`src/rtl/mul_div_pkg.sv`:
```
// Shared constants and state encoding for the
// shift/subtract divider.
package mul_div_pkg;

  localparam int DW_DEF = 12;
  localparam int VW_DEF = 6;
  localparam int CNT_W  = 8;

  typedef enum logic [1:0] {
    IDLE = 2'd0,
    CALC = 2'd1,
    FIX  = 2'd2
  } state_e;

endpackage

```
`src/rtl/div_sign_fix.sv`:
```
// Restores signs on the unsigned quotient/remainder
// and flags divide-by-zero and signed overflow results.
module div_sign_fix
  import mul_div_pkg::*;
#(
  parameter int DW = DW_DEF,
  parameter int VW = VW_DEF
) (
  input  logic          signed_i,
  input  logic          neg_a_i,
  input  logic          neg_b_i,
  input  logic          zero_i,
  input  logic [DW-1:0] q_mag_i,
  input  logic [VW-1:0] r_mag_i,
  output logic [DW-1:0] q_o,
  output logic [VW-1:0] r_o,
  output logic          ovf_o
);

  logic diff_sign;

  assign diff_sign = neg_a_i ^ neg_b_i;

  always_comb begin
    q_o   = q_mag_i;
    r_o   = r_mag_i;
    ovf_o = 1'b0;
    if (zero_i) begin
      q_o = '1;
      r_o = '0;
    end else if (signed_i) begin
      if (diff_sign) q_o = -q_mag_i;
      if (neg_a_i)   r_o = -r_mag_i;
      // a positive magnitude with the MSB set cannot be represented
      ovf_o = ~diff_sign & q_mag_i[DW-1];
    end
  end

endmodule

```
`src/rtl/shift_sub_divider.sv`:
```
// Sequential restoring divider: one quotient bit per
// cycle, signed or unsigned operands.
module shift_sub_divider
  import mul_div_pkg::*;
#(
  parameter int DW = DW_DEF,
  parameter int VW = VW_DEF
) (
  input  logic          clk,
  input  logic          reset,
  input  logic          start,
  input  logic          sw,
  input  logic [DW-1:0] dividend,
  input  logic [VW-1:0] divisor,
  output logic [DW-1:0] quotient,
  output logic [VW-1:0] remainder,
  output logic          busy,
  output logic          done,
  output logic          div_zero,
  output logic          ovf
);

  localparam logic [CNT_W-1:0] CNT_LOAD = CNT_W'(DW);
  localparam logic [CNT_W-1:0] CNT_ONE  = CNT_W'(1);

  state_e state_q, state_d;

  logic             sw_q, sw_d;
  logic             sa_q, sa_d;
  logic             sb_q, sb_d;
  logic [VW-1:0]    bmag_q, bmag_d;
  logic [DW-1:0]    wq_q, wq_d;
  logic [VW-1:0]    pr_q, pr_d;
  logic [CNT_W-1:0] cnt_q, cnt_d;
  logic [DW-1:0]    quo_q, quo_d;
  logic [VW-1:0]    rem_q, rem_d;
  logic             done_q, done_d;
  logic             dz_q, dz_d;
  logic             ovf_q, ovf_d;

  logic [VW:0]      trial;
  logic [VW:0]      bext;
  logic             ge;
  logic             bzero;
  logic [DW-1:0]    fix_q;
  logic [VW-1:0]    fix_r;
  logic             fix_ovf;

  // wq_q holds the dividend shifting out and quotient bits shifting in
  assign trial = {pr_q, wq_q[DW-1]};
  assign bext  = {1'b0, bmag_q};
  assign ge    = (trial >= bext);
  assign bzero = (bmag_q == '0);

  div_sign_fix #(
    .DW (DW),
    .VW (VW)
  ) u_fix (
    .signed_i (sw_q),
    .neg_a_i  (sa_q),
    .neg_b_i  (sb_q),
    .zero_i   (bzero),
    .q_mag_i  (wq_q),
    .r_mag_i  (pr_q),
    .q_o      (fix_q),
    .r_o      (fix_r),
    .ovf_o    (fix_ovf)
  );

  always_comb begin
    state_d = state_q;
    sw_d    = sw_q;
    sa_d    = sa_q;
    sb_d    = sb_q;
    bmag_d  = bmag_q;
    wq_d    = wq_q;
    pr_d    = pr_q;
    cnt_d   = cnt_q;
    quo_d   = quo_q;
    rem_d   = rem_q;
    dz_d    = dz_q;
    ovf_d   = ovf_q;
    done_d  = 1'b0;
    unique case (state_q)
      IDLE: begin
        // the cycle showing done also refuses a new request
        if (start && !done_q) begin
          sw_d    = sw;
          sa_d    = sw & dividend[DW-1];
          sb_d    = sw & divisor[VW-1];
          wq_d    = sa_d ? -dividend : dividend;
          bmag_d  = sb_d ? -divisor : divisor;
          pr_d    = '0;
          cnt_d   = CNT_LOAD;
          state_d = (divisor == '0) ? FIX : CALC;
        end
      end
      CALC: begin
        wq_d  = {wq_q[DW-2:0], ge};
        pr_d  = VW'(ge ? trial - bext : trial);
        cnt_d = cnt_q - CNT_ONE;
        if (cnt_q == CNT_ONE) state_d = FIX;
      end
      FIX: begin
        quo_d   = fix_q;
        rem_d   = fix_r;
        dz_d    = bzero;
        ovf_d   = fix_ovf;
        done_d  = 1'b1;
        state_d = IDLE;
      end
      default: state_d = IDLE;
    endcase
  end

  always_ff @(posedge clk or posedge reset) begin
    if (reset) begin
      state_q <= IDLE;
      sw_q    <= 1'b0;
      sa_q    <= 1'b0;
      sb_q    <= 1'b0;
      bmag_q  <= '0;
      wq_q    <= '0;
      pr_q    <= '0;
      cnt_q   <= '0;
      quo_q   <= '0;
      rem_q   <= '0;
      done_q  <= 1'b0;
      dz_q    <= 1'b0;
      ovf_q   <= 1'b0;
    end else begin
      state_q <= state_d;
      sw_q    <= sw_d;
      sa_q    <= sa_d;
      sb_q    <= sb_d;
      bmag_q  <= bmag_d;
      wq_q    <= wq_d;
      pr_q    <= pr_d;
      cnt_q   <= cnt_d;
      quo_q   <= quo_d;
      rem_q   <= rem_d;
      done_q  <= done_d;
      dz_q    <= dz_d;
      ovf_q   <= ovf_d;
    end
  end

  assign quotient  = quo_q;
  assign remainder = rem_q;
  assign busy      = (state_q != IDLE);
  assign done      = done_q;
  assign div_zero  = dz_q;
  assign ovf       = ovf_q;

endmodule
```
`config.mk`:
```
export PLATFORM = sky130hd
export DESIGN_NAME = shift_sub_divider
export DESIGN_NICKNAME = d
export VERILOG_FILES = /design/src/rtl/mul_div_pkg.sv /design/src/rtl/div_sign_fix.sv /design/src/rtl/shift_sub_divider.sv
export SDC_FILE = /design/constraint.sdc
export NUM_CORES = 1
export LEC_CHECK = 0
export ABC_CLOCK_PERIOD_IN_PS = 2690
export CAP_MARGIN = 20
export CORE_ASPECT_RATIO = 0.9
export CORE_MARGIN = 5
export CORE_UTILIZATION = 56
export DETAILED_ROUTE_END_ITERATION = 16
export PLACE_DENSITY = 0.81
export SYNTH_ARGS = -nofsm -noshare
export SYNTH_HDL_FRONTEND = slang
export SYNTH_HIERARCHICAL = 1
export SYNTH_SLANG_ARGS = --single-unit
```
`constraint.sdc`:
```
create_clock -name clk -period 2.69 [get_ports clk]
set_input_delay 0.538 -clock clk [delete_from_list [all_inputs] [get_ports clk]]
set_output_delay 0.538 -clock clk [all_outputs]
set_load 0.01 [all_outputs]
```
== Word level (Yosys, flattened, before mapping) ==
Cells that the tools add are included.

* Add/subtract/negate cells: 6
* $mul: 0
* Divide/modulo/power cells: 0
* $lt $le $gt $ge: 1
* Eq/ne operators: 5
* Shift operators: 0
* Mux-type cells: 22
* Bitwise gates (word level): 5
* Reduce and logical (&&, ||, !) cells: 10

{| class="wikitable"
|+ Operators with widths
! kind !! count
|-
| 2-to-1 mux 12 bit || 5
|-
| 2-to-1 mux 6 bit || 6
|-
| negation 12 bit || 2
|-
| case mux 12 bit (2 select lines) || 1
|-
| case mux 8 bit (2 select lines) || 1
|-
| logical NOT 6 bit || 2
|-
| negation 6 bit || 2
|-
| case mux 6 bit (2 select lines) || 1
|-
| == test 8 x 1 -> 1 bit (second input constant) || 1
|-
| 2-to-1 mux 8 bit || 1
|-
| subtractor 8 x 1 -> 8 bit (second input constant) || 1
|-
| greater-or-equal comparator 7 x 6 -> 1 bit || 1
|-
| 2-to-1 mux 2 bit || 3
|-
| AND reduction 2 bit || 3
|-
| subtractor 6 bit || 1
|-
| != test 2 bit (second input constant) || 2
|-
| case mux 2 bit (2 select lines) || 1
|-
| nonzero test 2 bit || 2
|-
| AND 1 bit || 3
|-
| 2-to-1 mux 1 bit || 3
|-
| == test 2 x 1 -> 1 bit (second input constant) || 1
|-
| == test 2 bit (second input constant) || 1
|-
| logical NOT 2 bit || 1
|-
| logical AND 1 bit || 1
|-
| 3 further kinds || 3
|}

* Bits in registers: 58
* Latch bits: 0
* RAM bits: 0
* Bits in read-only memories: 0
* Input bits: 22
* Output and inout port bits: 22
* Logic and storage cells: 62
* Memories kept: 0

== Logic depth before layout (Yosys ltp) ==
* Depth after elaboration: 5
* Depth in mapped cells: 8
* Depth with buffers taken out: 8

== Cells and area by module ==
The synthesis kept the hierarchy.

{| class="wikitable"
|+ Modules (own cells, without submodules)
! module !! times used !! cells each !! area an instance (µm²)
|-
| shift_sub_divider || 1 || 286 || 2,950.3
|-
| div_sign_fix || 1 || 78 || 509.2
|}

== Worst setup path after synthesis ==
Ideal clock, no wire load.

* Path type: register to register
* Start: register pr_q[2]
* End: register wq_q[0]
* Library setup time: 0.126 ns
* Arrival: 1.773 ns
* Required time: 2.564 ns
* Setup slack: 0.791 ns
* Stages on the path, launching flop included: 8
* Cells stage by stage: dfrtp_1 -> ha_1 -> a21o_1 -> a21oi_2 -> o211ai_2 -> and2_1 -> buf_6 -> a221o_1

* Cells in the longest elaborated chain, start to end: 2

{| class="wikitable"
|+ RTL lines
! item !! RTL line !! RTL
|-
| start, declared || shift_sub_divider.sv:33 || <nowiki>logic [VW-1:0] pr_q, pr_d;</nowiki>
|-
| start signal, assigned || shift_sub_divider.sv:138 || <nowiki>pr_q <= pr_d;</nowiki>
|-
| greater-or-equal comparator 7 x 6 -> 1 bit || shift_sub_divider.sv:52 || <nowiki>assign ge = (trial >= bext);</nowiki>
|-
| case mux 12 bit (2 select lines) || shift_sub_divider.sv:84 || <nowiki>unique case (state_q)</nowiki>
|-
| end signal, assigned || shift_sub_divider.sv:137 || <nowiki>wq_q <= wq_d;</nowiki>
|-
| end, declared || shift_sub_divider.sv:32 || <nowiki>logic [DW-1:0] wq_q, wq_d;</nowiki>
|}

Every way passes these cells.
A chain may end at the register's enable or synchronous reset.

== Worst setup path in the final report ==
* Start: register state_q[0]
* End: output port busy

* Cells in the longest elaborated chain, start to end: 1

{| class="wikitable"
|+ RTL lines
! item !! RTL line !! RTL
|-
| start, declared || shift_sub_divider.sv:26 || <nowiki>state_e state_q, state_d;</nowiki>
|-
| start signal, assigned || shift_sub_divider.sv:132 || <nowiki>state_q <= state_d;</nowiki>
|-
| nonzero test 2 bit || shift_sub_divider.sv:150 || <nowiki>assign busy = (state_q != IDLE);</nowiki>
|-
| end, declared || shift_sub_divider.sv:17 || <nowiki>output logic busy,</nowiki>
|}

Every way passes these cells.

==> flow_metrics.tcl <==
set metrics [dict create \
    rsz0062_at_grt "false" \
    finalSetupTns_ns 0 \
    max-slew-margin-rel 0.482 \
    multi_input_area_sq_um 1870 \
    crit_path_max_fanout 6 \
    coreArea_sq_um 6050 \
    row_count 27 \
    final_max_slew_viol_count 0 \
    seqPwrFrac 0.337 \
    clk_path_buf_depth 2 \
    p_int_mw 2.92 \
    hold_buffers 0 \
    synth_ff_type "dfrtp_1" \
    grt_start_max_net_pins 39 \
    clk_pin_slew_ns 0.06 \
    peakVddDrop_mv 0.550 \
    crit_family "buffers and inverters" \
    final_hold_viol_count 0 \
    via_per_inst 6.02 \
    vias 2918 \
    grt_use_total 0.211 \
    synth_fp_nets 399 \
    r2r_end "wq_q[0]$_DFFE_PP0P_" \
    cp-end-kind "output port" \
    gp_congestion 0.907 \
    power.leakage_nw 1.76 \
    antenna_found_initial 0 \
    overflow 0 \
    power_frac_clock 0.156 \
    power_density_nw_per_um2 1210 \
    cts-buffers-inserted 9 \
    grt_pass1_wl_microns 13100 \
    status "completed" \
    cts_root_buf "clkbuf_8" \
    synthDistinctLibCells 51 \
    hold_path_depth 2 \
    dpl.cell_count 470 \
    netSwitchingPower_mw 2.09 \
    hold_slack_ns 0.485 \
    fillers 486 \
    holdPathEnd "bmag_q[3]$_DFFE_PP0P_" \
    ys_seq_area_frac 0.420 \
    tightest_slew_ns 0.775 \
    post_dp_cell_area_sq_um 3970 \
    arrival_ns 1.55 \
    die_h_microns 84.6 \
    wirelength_microns 7720 \
    ioPinCount 44 \
    r2r-start "pr_q[2]$_DFFE_PP0P_" \
    rrSetupSlack_ns 0.65 \
    postCtsSetupBuffers 0 \
    crit_chain "nor2_1, inv_1, clkdlybuf4s50_1" \
    seq_area_sq_um 1450 \
    netlist_area_sq_um 3460 \
    final.setup_skew_ns 0.00885 \
    synth_edf_count 0 \
    worstPathRequired_ns 2.15 \
    worst_hold_startpoint "bmag_q[3]$_DFFE_PP0P_" \
    clock_latency_ns 0.34 \
    maxCapViolations 0 \
    pwr-share-comb 0.507 \
    layout-drive-gt1-share 0.121 \
    p_total_mw 5.01 \
    grt_pass1_vias 2728 \
    detail_route.wl_per_cell_microns 15.9 \
    ant_nets 0 \
    syn_inst 364 \
    achievable-frequency_mhz 479 \
    drcViolationCount 0 \
    layout.nets 444 \
    antenna_cells 0 \
    die_w_microns 92.9 \
    final_cells 485 \
    layout.cells.most_common_list "dfrtp_1, clkdlybuf4s50_1, nand2_1, o21ai_0, nor2_1" \
    cts-resized-gates 0 \
    slowest_delay_ns 0.48 \
    switching_share 0.417 \
    layout_min_cycle_time_ns 2.09 \
    crit_type "reg -> out" \
    drt-initial-drc-count 224 \
    die_area_sq_um 7850 \
    syn_avg_cell_area_sq_um 9.50 \
    critPathLaunch "state_q[0]$_DFFE_PP0P_" \
    async_flop_share 1.00 \
    fin_crit_sh 0.776 \
    ys_ff_latch 58 \
    hpwl_microns 5710 \
    cp-start-kind "flip-flop" \
    dr.pass1.iters 6 \
    ff2ff_path_depth 6 \
    yosys_warnings 6 \
    tritoncts "yes" \
    cts_sinks 58 \
    cts_max_level 3 \
    slowest_stage "clkdlybuf4s50_1" \
    finalSetupViolCount 0 \
    numPortBuffers 43 \
    area_growth_pct 20.0 \
    hold_class "reg -> reg" \
    fin_area_sq_um 4150 \
    path_buf_inv 2 \
    start_util 0.572 \
    final_common_cell "dfrtp_1" \
]
==> power by group through the flow <==
stage | Sequential (mW) | Clock (mW) | Combinational (mW)
3_5_place_dp | 1.69 | 0 | 2.52
3_3_place_gp | 1.68 | 0 | 2.42
5_1_grt | 1.75 | 0.836 | 2.81
6_report | 1.69 | 0.780 | 2.54
2_1_floorplan | 1.64 | 0 | 1.80
4_1_cts | 1.68 | 0.790 | 2.53
==> per-layer routing <==
metal | vias to the layer above | global-route usage | wire length (microns) | part of all wire
li1 | 1393 | - | - | -
met1 | 1390 | 0.294 | 3590 | 0.46
met2 | 110 | 0.313 | 3440 | 0.45
met3 | 25 | 0.0502 | 487 | 0.063
met4 | 0 | 0.0932 | 202 | 0.026
met5 | - | 0 | 0 | 0
==> cell usage after synthesis, types with 3 or more instances <==
library cell | number | area, sq um
dfrtp_1 | 58 | 1450
nand2_1 | 38 | 143
o21ai_0 | 30 | 150
nor2_1 | 23 | 86.3
inv_1 | 21 | 78.8
mux2_2 | 20 | 225
xnor2_1 | 17 | 149
a21oi_1 | 15 | 75.1
ha_1 | 12 | 150
nor3_1 | 12 | 60.1
a22oi_1 | 10 | 75.1
nand2b_1 | 10 | 62.6
nand3_1 | 9 | 45.0
clkbuf_1 | 8 | 30.0
xor2_1 | 8 | 70.1
a31oi_1 | 5 | 31.3
nand4_1 | 5 | 31.3
nor4_1 | 5 | 31.3
o211ai_1 | 5 | 37.5
or3_1 | 5 | 31.3
a311oi_1 | 3 | 26.3
and2_1 | 3 | 18.8
buf_2 | 3 | 15.0
mux2i_1 | 3 | 30.0
==> cell families (layout without fill, tap and decap cells) <==
logic type	after synthesis	count (layout)	share of synthesized area
buf+inv	35	84	0.0416
xor+xnor	26	26	0.0680
mux	23	23	0.0738
simple gates	122	122	0.181
compound gates	87	87	0.167
flops	58	58	0.420
fa+ha+maj	13	13	0.0492
==> metrics by stage <==
step	setup WS, ns	util
2_1_floorplan	0.724	-
3_3_place_gp	0.449	0.656
3_5_place_dp	0.367	0.656
4_1_cts	0.596	0.687
5_1_grt	0.462	0.687
6_report	0.601	0.687
==> worst max path at each step <==
stage	slack, ns	to	cells past startpoint
3_5_place_dp	0.37	wq_q[9]$_DFFE_PP0P_	6
4_1_cts	0.60	busy	3
2_1_floorplan	0.72	bmag_q[0]$_DFFE_PP0P_	1
3_3_place_gp	0.45	wq_q[9]$_DFFE_PP0P_	6
6_report	0.60	busy	3
5_1_grt	0.46	cnt_q[6]$_DFFE_PP0P_	4
==> state kept, by name (all words and copies together), names as in the netlist, 2 cells and up <==
signal / flops
bmag_q: 6
cnt_q: 8
pr_q: 6
quotient: 12
remainder: 6
state_q: 2
wq_q: 12
==> layout make-up <==
type | count | area share
multi-input cells | 271 | 0.450
repair buffers | 48 | 0.116
clock inverters | 3 | 0.00964
well taps | 72 | 0.0217
flip-flops and latches | 58 | 0.350
inverters | 21 | 0.0190
clock buffers | 12 | 0.0350
==> worst register-to-register path: stages, from the launching register on <==
cell and delay [ns]:
dfrtp_1 0.46, ha_1 0.37, a21o_1 0.20, a21oi_2 0.18
o211ai_2 0.17, and2_1 0.25, a221o_1 0.31
Power figures use the tool's default switching activity.
